--- config.mk ---
export PLATFORM = sky130hd
export DESIGN_NAME = rv32_decode_stage
export DESIGN_NICKNAME = d
export VERILOG_FILES = /design/src/rtl/rv32_decode_stage.sv
export SDC_FILE = /design/constraint.sdc
export NUM_CORES = 1
export LEC_CHECK = 0
export ABC_AREA = 1
export CORE_ASPECT_RATIO = 1.1
export CORE_MARGIN = 3
export CORE_UTILIZATION = 40
export DETAILED_ROUTE_END_ITERATION = 16
export PLACE_DENSITY = 0.73
export SLEW_MARGIN = 20
export SYNTH_ARGS = -nofsm -noshare
export SYNTH_HDL_FRONTEND = slang
export SYNTH_SLANG_ARGS = --single-unit
export TNS_END_PERCENT = 1
--- constraint.sdc ---
create_clock -name clk -period 2.4 [get_ports clk]
set_input_delay 0.6 -clock clk [delete_from_list [all_inputs] [get_ports clk]]
set_output_delay 0.6 -clock clk [all_outputs]
set_load 0.02 [all_outputs]
--- src/rtl/rv32_decode_stage.sv ---
// RV32I+M decode stage: registers one fetched word per handshake and emits it
// classified by mnemonic, format and category with register fields and immediate.

package riscv_instruction_properties;

    typedef enum logic [5:0] {
        LUI, AUIPC, JAL, JALR,
        BEQ, BNE, BLT, BGE, BLTU, BGEU,
        LB, LH, LW, LBU, LHU,
        SB, SH, SW,
        ADDI, SLTI, SLTIU, XORI, ORI, ANDI, SLLI, SRLI, SRAI,
        ADD, SUB, SLL, SLT, SLTU, XOR, SRL, SRA, OR, AND,
        NOP, FENCE, FENCEI, ECALL, EBREAK,
        CSRRW, CSRRS, CSRRC, CSRRWI, CSRRSI, CSRRCI,
        MUL, MULH, MULHSU, MULHU, DIV, DIVU, REM, REMU,
        INVALID_INSTR
    } riscv_instr_name_t;

    typedef enum logic [2:0] {
        R_FORMAT, I_FORMAT, S_FORMAT, B_FORMAT, U_FORMAT, J_FORMAT
    } riscv_instr_format_t;

    typedef enum logic [3:0] {
        LOAD, STORE, SHIFT, ARITHMETIC, LOGICAL, COMPARE,
        BRANCH, JUMP, SYNCH, SYSTEM, CSR, TRAP
    } riscv_instr_cateogry_t;

    typedef enum logic [4:0] {
        ZERO, RA, SP, GP, TP, T0, T1, T2,
        S0, S1, A0, A1, A2, A3, A4, A5,
        A6, A7, S2, S3, S4, S5, S6, S7,
        S8, S9, S10, S11, T3, T4, T5, T6
    } riscv_reg_t;

endpackage

module rv32_decode_stage
    import riscv_instruction_properties::*;
#(
    parameter int CNT_W = 16
) (
    input  logic                  clk,
    input  logic                  rst_n,
    input  logic                  flush,
    input  logic                  in_valid,
    output logic                  in_ready,
    input  logic [31:0]           in_instr,
    input  logic [31:0]           in_pc,
    output logic                  out_valid,
    input  logic                  out_ready,
    output logic [31:0]           out_pc,
    output logic [31:0]           out_instr,
    output riscv_instr_name_t     out_name,
    output riscv_instr_format_t   out_format,
    output riscv_instr_cateogry_t out_category,
    output riscv_reg_t            out_rd,
    output riscv_reg_t            out_rs1,
    output riscv_reg_t            out_rs2,
    output logic [31:0]           out_imm,
    output logic                  out_illegal,
    output logic [CNT_W-1:0]      decoded_cnt,
    output logic [CNT_W-1:0]      illegal_cnt
);

    localparam logic [CNT_W-1:0] CNT_ONE = {{(CNT_W-1){1'b0}}, 1'b1};
    localparam logic [CNT_W-1:0] CNT_MAX = {CNT_W{1'b1}};

    logic [6:0]            opcode_s;
    logic [2:0]            funct3_s;
    logic [6:0]            funct7_s;
    riscv_instr_name_t     dec_name_s;
    riscv_instr_format_t   dec_fmt_s;
    riscv_instr_cateogry_t dec_cat_s;
    riscv_reg_t            dec_rd_s;
    riscv_reg_t            dec_rs1_s;
    riscv_reg_t            dec_rs2_s;
    logic [31:0]           dec_imm_s;
    logic                  dec_illegal_s;
    logic                  capture_s;
    logic                  drain_s;

    assign opcode_s  = in_instr[6:0];
    assign funct3_s  = in_instr[14:12];
    assign funct7_s  = in_instr[31:25];

    assign in_ready  = !flush && (!out_valid || out_ready);
    assign capture_s = in_valid && in_ready;
    assign drain_s   = out_valid && out_ready;

    function automatic riscv_instr_format_t fmt_of(input riscv_instr_name_t n);
        case (n)
            LUI, AUIPC:                         return U_FORMAT;
            JAL:                                return J_FORMAT;
            BEQ, BNE, BLT, BGE, BLTU, BGEU:     return B_FORMAT;
            SB, SH, SW:                         return S_FORMAT;
            ADD, SUB, SLL, SLT, SLTU, XOR,
            SRL, SRA, OR, AND,
            MUL, MULH, MULHSU, MULHU,
            DIV, DIVU, REM, REMU,
            INVALID_INSTR:                      return R_FORMAT;
            default:                            return I_FORMAT;
        endcase
    endfunction

    function automatic riscv_instr_cateogry_t cat_of(input riscv_instr_name_t n);
        case (n)
            LUI, AUIPC, ADD, SUB, ADDI, NOP,
            MUL, MULH, MULHSU, MULHU,
            DIV, DIVU, REM, REMU:               return ARITHMETIC;
            SLT, SLTU, SLTI, SLTIU:             return COMPARE;
            AND, OR, XOR, ANDI, ORI, XORI:      return LOGICAL;
            SLL, SRL, SRA, SLLI, SRLI, SRAI:    return SHIFT;
            JAL, JALR:                          return JUMP;
            BEQ, BNE, BLT, BGE, BLTU, BGEU:     return BRANCH;
            LB, LH, LW, LBU, LHU:               return LOAD;
            SB, SH, SW:                         return STORE;
            FENCE, FENCEI:                      return SYNCH;
            ECALL, EBREAK:                      return SYSTEM;
            CSRRW, CSRRS, CSRRC,
            CSRRWI, CSRRSI, CSRRCI:             return CSR;
            default:                            return TRAP;
        endcase
    endfunction

    // Mnemonic decode from opcode, funct3 and funct7
    always_comb begin
        dec_name_s = INVALID_INSTR;
        case (opcode_s)
            7'b0110111: dec_name_s = LUI;
            7'b0010111: dec_name_s = AUIPC;
            7'b1101111: dec_name_s = JAL;
            7'b1100111: dec_name_s = (funct3_s == 3'b000) ? JALR : INVALID_INSTR;
            7'b1100011: begin
                case (funct3_s)
                    3'b000:  dec_name_s = BEQ;
                    3'b001:  dec_name_s = BNE;
                    3'b100:  dec_name_s = BLT;
                    3'b101:  dec_name_s = BGE;
                    3'b110:  dec_name_s = BLTU;
                    3'b111:  dec_name_s = BGEU;
                    default: dec_name_s = INVALID_INSTR;
                endcase
            end
            7'b0000011: begin
                case (funct3_s)
                    3'b000:  dec_name_s = LB;
                    3'b001:  dec_name_s = LH;
                    3'b010:  dec_name_s = LW;
                    3'b100:  dec_name_s = LBU;
                    3'b101:  dec_name_s = LHU;
                    default: dec_name_s = INVALID_INSTR;
                endcase
            end
            7'b0100011: begin
                case (funct3_s)
                    3'b000:  dec_name_s = SB;
                    3'b001:  dec_name_s = SH;
                    3'b010:  dec_name_s = SW;
                    default: dec_name_s = INVALID_INSTR;
                endcase
            end
            7'b0010011: begin
                case (funct3_s)
                    3'b000:  dec_name_s = (in_instr == 32'h0000_0013) ? NOP : ADDI;
                    3'b010:  dec_name_s = SLTI;
                    3'b011:  dec_name_s = SLTIU;
                    3'b100:  dec_name_s = XORI;
                    3'b110:  dec_name_s = ORI;
                    3'b111:  dec_name_s = ANDI;
                    3'b001:  dec_name_s = (funct7_s == 7'b0000000) ? SLLI : INVALID_INSTR;
                    3'b101:  dec_name_s = (funct7_s == 7'b0000000) ? SRLI :
                                          (funct7_s == 7'b0100000) ? SRAI : INVALID_INSTR;
                    default: dec_name_s = INVALID_INSTR;
                endcase
            end
            7'b0110011: begin
                case (funct7_s)
                    7'b0000000: begin
                        case (funct3_s)
                            3'b000:  dec_name_s = ADD;
                            3'b001:  dec_name_s = SLL;
                            3'b010:  dec_name_s = SLT;
                            3'b011:  dec_name_s = SLTU;
                            3'b100:  dec_name_s = XOR;
                            3'b101:  dec_name_s = SRL;
                            3'b110:  dec_name_s = OR;
                            3'b111:  dec_name_s = AND;
                            default: dec_name_s = INVALID_INSTR;
                        endcase
                    end
                    7'b0100000: begin
                        case (funct3_s)
                            3'b000:  dec_name_s = SUB;
                            3'b101:  dec_name_s = SRA;
                            default: dec_name_s = INVALID_INSTR;
                        endcase
                    end
                    7'b0000001: begin
                        case (funct3_s)
                            3'b000:  dec_name_s = MUL;
                            3'b001:  dec_name_s = MULH;
                            3'b010:  dec_name_s = MULHSU;
                            3'b011:  dec_name_s = MULHU;
                            3'b100:  dec_name_s = DIV;
                            3'b101:  dec_name_s = DIVU;
                            3'b110:  dec_name_s = REM;
                            3'b111:  dec_name_s = REMU;
                            default: dec_name_s = INVALID_INSTR;
                        endcase
                    end
                    default: dec_name_s = INVALID_INSTR;
                endcase
            end
            7'b0001111: begin
                case (funct3_s)
                    3'b000:  dec_name_s = FENCE;
                    3'b001:  dec_name_s = FENCEI;
                    default: dec_name_s = INVALID_INSTR;
                endcase
            end
            7'b1110011: begin
                case (funct3_s)
                    // Only the two exact environment-call encodings are accepted
                    3'b000:  dec_name_s = (in_instr == 32'h0000_0073) ? ECALL :
                                          (in_instr == 32'h0010_0073) ? EBREAK : INVALID_INSTR;
                    3'b001:  dec_name_s = CSRRW;
                    3'b010:  dec_name_s = CSRRS;
                    3'b011:  dec_name_s = CSRRC;
                    3'b101:  dec_name_s = CSRRWI;
                    3'b110:  dec_name_s = CSRRSI;
                    3'b111:  dec_name_s = CSRRCI;
                    default: dec_name_s = INVALID_INSTR;
                endcase
            end
            default: dec_name_s = INVALID_INSTR;
        endcase
    end

    // Register fields and immediate, masked to what the format actually carries
    always_comb begin
        dec_fmt_s     = fmt_of(dec_name_s);
        dec_cat_s     = cat_of(dec_name_s);
        dec_illegal_s = (dec_name_s == INVALID_INSTR);
        dec_rd_s      = ZERO;
        dec_rs1_s     = ZERO;
        dec_rs2_s     = ZERO;
        dec_imm_s     = 32'h0000_0000;
        if (dec_illegal_s) begin
            dec_imm_s = 32'h0000_0000;
        end else begin
            case (dec_fmt_s)
                R_FORMAT: begin
                    dec_rd_s  = riscv_reg_t'(in_instr[11:7]);
                    dec_rs1_s = riscv_reg_t'(in_instr[19:15]);
                    dec_rs2_s = riscv_reg_t'(in_instr[24:20]);
                end
                I_FORMAT: begin
                    dec_rd_s  = riscv_reg_t'(in_instr[11:7]);
                    dec_rs1_s = riscv_reg_t'(in_instr[19:15]);
                    dec_imm_s = (dec_cat_s == CSR) ? {20'h00000, in_instr[31:20]}
                                                   : {{20{in_instr[31]}}, in_instr[31:20]};
                end
                S_FORMAT: begin
                    dec_rs1_s = riscv_reg_t'(in_instr[19:15]);
                    dec_rs2_s = riscv_reg_t'(in_instr[24:20]);
                    dec_imm_s = {{20{in_instr[31]}}, in_instr[31:25], in_instr[11:7]};
                end
                B_FORMAT: begin
                    dec_rs1_s = riscv_reg_t'(in_instr[19:15]);
                    dec_rs2_s = riscv_reg_t'(in_instr[24:20]);
                    dec_imm_s = {{19{in_instr[31]}}, in_instr[31], in_instr[7],
                                 in_instr[30:25], in_instr[11:8], 1'b0};
                end
                U_FORMAT: begin
                    dec_rd_s  = riscv_reg_t'(in_instr[11:7]);
                    dec_imm_s = {in_instr[31:12], 12'h000};
                end
                J_FORMAT: begin
                    dec_rd_s  = riscv_reg_t'(in_instr[11:7]);
                    dec_imm_s = {{11{in_instr[31]}}, in_instr[31], in_instr[19:12],
                                 in_instr[20], in_instr[30:21], 1'b0};
                end
                default: begin
                    dec_imm_s = 32'h0000_0000;
                end
            endcase
        end
    end

    // Output valid: flush wins, capture sets, a bare output handshake clears
    always_ff @(posedge clk or negedge rst_n) begin
        if (!rst_n) begin
            out_valid <= 1'b0;
        end else if (flush) begin
            out_valid <= 1'b0;
        end else if (capture_s) begin
            out_valid <= 1'b1;
        end else if (out_ready) begin
            out_valid <= 1'b0;
        end
    end

    // Output payload register, loaded only on an input handshake
    always_ff @(posedge clk or negedge rst_n) begin
        if (!rst_n) begin
            out_pc       <= 32'h0000_0000;
            out_instr    <= 32'h0000_0000;
            out_name     <= INVALID_INSTR;
            out_format   <= R_FORMAT;
            out_category <= TRAP;
            out_rd       <= ZERO;
            out_rs1      <= ZERO;
            out_rs2      <= ZERO;
            out_imm      <= 32'h0000_0000;
            out_illegal  <= 1'b0;
        end else if (capture_s) begin
            out_pc       <= in_pc;
            out_instr    <= in_instr;
            out_name     <= dec_name_s;
            out_format   <= dec_fmt_s;
            out_category <= dec_cat_s;
            out_rd       <= dec_rd_s;
            out_rs1      <= dec_rs1_s;
            out_rs2      <= dec_rs2_s;
            out_imm      <= dec_imm_s;
            out_illegal  <= dec_illegal_s;
        end
    end

    // Saturating statistics, counted on output handshakes even during flush
    always_ff @(posedge clk or negedge rst_n) begin
        if (!rst_n) begin
            decoded_cnt <= {CNT_W{1'b0}};
            illegal_cnt <= {CNT_W{1'b0}};
        end else begin
            if (drain_s && (decoded_cnt != CNT_MAX)) begin
                decoded_cnt <= decoded_cnt + CNT_ONE;
            end
            if (drain_s && out_illegal && (illegal_cnt != CNT_MAX)) begin
                illegal_cnt <= illegal_cnt + CNT_ONE;
            end
        end
    end

endmodule

==> impl_metrics.toml <==
[status]
status = "finished, violations left"
failing_checks = "setup timing"

[routing]
drt-wirelength-per-cell_um = 16.14
drt-initial-drc-count = 601
detailedRoute.firstPassIterationCount = 4
vias = 8734
route.detailed.drc = 0
via_density_per_instance = 4.982
routed_wl_mm = 28.29
postRouteAntennaNets = 0

[yosys]
syn-instance-count = 1089
post-synth-top-area-cell = "dfrtp_1"
synth_top_cells_by_area = "dfrtp_1, nand2_1, nand3_1"
yosys.cell_count.top_type = "nand2_1"
synth.top_cell.area_share_pct = 46.55
syn-cell-area_sq_um = 8172
synth_area_per_cell_sq_um = 7.504
yosys_register_bits = 158
synth_edf_count = 0
yosysWarnings = 0
synthesis.nets = 1172
async_reset_ff_share_pct = 100.0
postSynth.topFlopCell = "dfrtp_1"
synth.cells.most_frequent = "nand2_1, dfrtp_1, nor2_1"
netlist-cell-type-count = 37
ys_seq_area_share_pct = 48.48

[sta]
finalWorstSetupSlack_ps = -659.7
maxSlewViolCount = 0
slew_headroom_pct = 71.16
setup-violations-final = 54
worst_slew_pin_slew_ps = 432.7
period_minus_slack_ps = 3060
fmax_mhz = 326.8
final_hold_viol_count = 0
clock_skew_ps = 7.994
rsz0062_at_grt = "true"
min_period_over_period_pct = 127.5

[clock_tree]
max-clock-path-buffers = 2
worst_setup_hold_path_clk_slew_ps = 70
cts_hold_repair.buffers = 0
cts_made_buffers = 17
clock_tree.htree_level_count = 4
cts-root-buf = "clkbuf_16"
insertion_delay_ps = 430
cts.sinks = 158
clock_tree_from_tritoncts = "built"

[setup_path]
end_kind = "flop"
ff2ff_path_depth = 14
crit_fanout = 8
cp.arrival_ps = 3380
crit-reg2reg-capture = "illegal_cnt[15]"
worst_setup_path_start_kind = "input pin"
worst-endpoint-required_ps = 2720
ff2ff_setup_slack_ps = 240
timing.setup.critical_path_class = "in -> reg"
r2r-start = "illegal_cnt[0]"

[global_routing]
aggregate_global_route_resource_usage_pct = 25.38
grt_start_max_net_pins = 71
number_of_global_route_vias_before_repair = 8613
number_of_antenna_violations_at_the_first_check_in_global_routing = 0
grt_first_pass_wirelength_mm = 44.76
grt_remaining_overflow = 0

[final_layout]
final.fill_count = 1655
layout-area-overhead-vs-synth_pct = 61.60
finalNonFillerCells = 1753
fraction_of_final_layout_cells_with_drive_strength_greater_than_1_pct = 25.27
post-route-util_pct = 66.25
finish.net_count = 1570

[power_and_ir_drop]
post-layout-total-power_uw = 8293
power_per_cell_area_nw_per_um2 = 628.0
vdd_ir_drop_max_v = 0.0004912
static-leakage-power_uw = 0.006738

[floorplanning]
die_w_um = 142.3
fp.dieH_um = 155.9
floorplan.die_area_sq_um = 22180
core.rowCount = 54
initial_core_util_pct = 41.00
core-area_sq_um = 19930
floorplan.io_pins = 228

[place]
place_inst = 1686
port_buffers = 227
gp_congestion = 0.9931
dp_hpwl_mm = 21.13
pre_cts_slack_ps = -1529

[job]
maxCapViolCount = 0

[min_path]
hold_path.class = "in -> async"
-- cell type report --
cell class / count / area (sq um) / share of cell area (%)
Multi-Input combinational cell: 811 / 4185 / 31.69
Antenna cell: 1 / 2.502 / 0.01895
Clock buffer: 17 / 425.4 / 3.222
Clock inverter: 15 / 171.4 / 1.298
Inverter: 84 / 337.8 / 2.558
Sequential cell: 158 / 3963 / 30.01
Timing Repair Buffer: 415 / 3805 / 28.81
Tap cell: 252 / 315.3 / 2.388
-- state kept, by name, indices dropped and copies added, names as in the netlist --
signal / count
out_pc: 32
out_rs2: 5
out_format: 3
out_valid: 1
out_imm: 32
out_rd: 5
out_category: 4
out_name: 6
decoded_cnt: 16
out_rs1: 5
out_illegal: 1
illegal_cnt: 16
out_instr: 32
-- where the power goes --
group          internal [uW]  switching (uW)
Sequential              3010             249
Combinational           1100            1250
Clock                   1400            1290
Total                   5510            2790
-- worst max-delay path, cell delays in order --
cell        delay [ps]
buf_6              100
clkinvlp_4          90
ha_4               180
inv_4               40
nor2_4             210
nand2_2            100
nor2_4             160
nand2_2             70
nor2_2             110
nand2_2            110
nand2_2            120
nand2_4             70
nand2_4             60
nor2_4              50
ha_4               170
inv_2               50
nand2_2             60
nand2_2             80
nand2_1             90
inv_2               70
nand2_2             60
a21oi_2            160
nand2_1            100
nand2_2            110
buf_6              140
nand3_1             70
nand2_1             70
nand2_1             50
-- worst max-delay path by stage --
| stage | depth (start not counted) | to | slack (ps) | startpoint |
|---|---|---|---|---|
| after floorplan | 18 | out_rs2[1] | -570 | in_instr[12] |
| after global placement | 22 | out_imm[4] | -1560 | in_instr[12] |
| after detailed placement | 28 | out_imm[26] | -1530 | in_instr[12] |
| after CTS | 26 | out_imm[20] | -490 | in_instr[12] |
| after global routing | 28 | out_imm[15] | -860 | in_instr[13] |
| final | 28 | out_imm[15] | -660 | in_instr[13] |
-- metrics by stage --
stage               setup TNS [ps]  hold WS [ps]  cell area, sq um
finish                      -26340         82.75             13210
global route                -35750         98.69             13200
CTS                         -21370         86.29             12990
detailed placement          -80250         460.5             11940
global placement            -81010         461.4             11940
floorplan                   -25190         304.4              8255
-- repair_timing --
action | in CTS | in global routing
resized for setup | 124 | 62
pin swaps | 44 | 26
setup buffers | 26 | 7
endpoints found under the setup margin | 61 | 59
cloned | 2 | 0
-- logic make-up (layout without fill, tap and decap cells) --
group	after synthesis	count (layout)	share of synthesized area, %
xor+xnor	28	28	3.001
buf+inv	120	531	5.864
flops	158	158	48.48
fa+ha+maj	14	14	2.144
simple gates	677	677	34.51
compound gates	92	92	6.002
other cells	0	1	0
-- placed cells by master, fill, tap and decap left out, types with 10 or more instances in the layout --
| master | count |
|---|---|
| buf_6 | 13 |
| xor2_1 | 15 |
| o21ai_0 | 44 |
| nand2_4 | 10 |
| buf_4 | 169 |
| o21ai_1 | 16 |
| nand3_1 | 68 |
| dlygate4sd2_1 | 15 |
| nand4_1 | 11 |
| inv_2 | 23 |
| nor2_2 | 22 |
| nor2_4 | 15 |
| nand2_1 | 438 |
| nor2_1 | 57 |
| nand2_2 | 29 |
| clkdlybuf4s50_1 | 203 |
| clkbuf_16 | 17 |
| inv_1 | 50 |
| xnor2_1 | 13 |
| dfrtp_1 | 151 |
-- per-layer routing --
layer / track usage, % / vias to the layer above / wire length [um]
met5: 0 / - / 0
met4: 9.506 / 0 / 861
met3: 3.832 / 67 / 1461
met2: 43.00 / 282 / 14090
met1: 32.91 / 4160 / 11890
li1: - / 4225 / -
(Power assumes the default switching activity.)
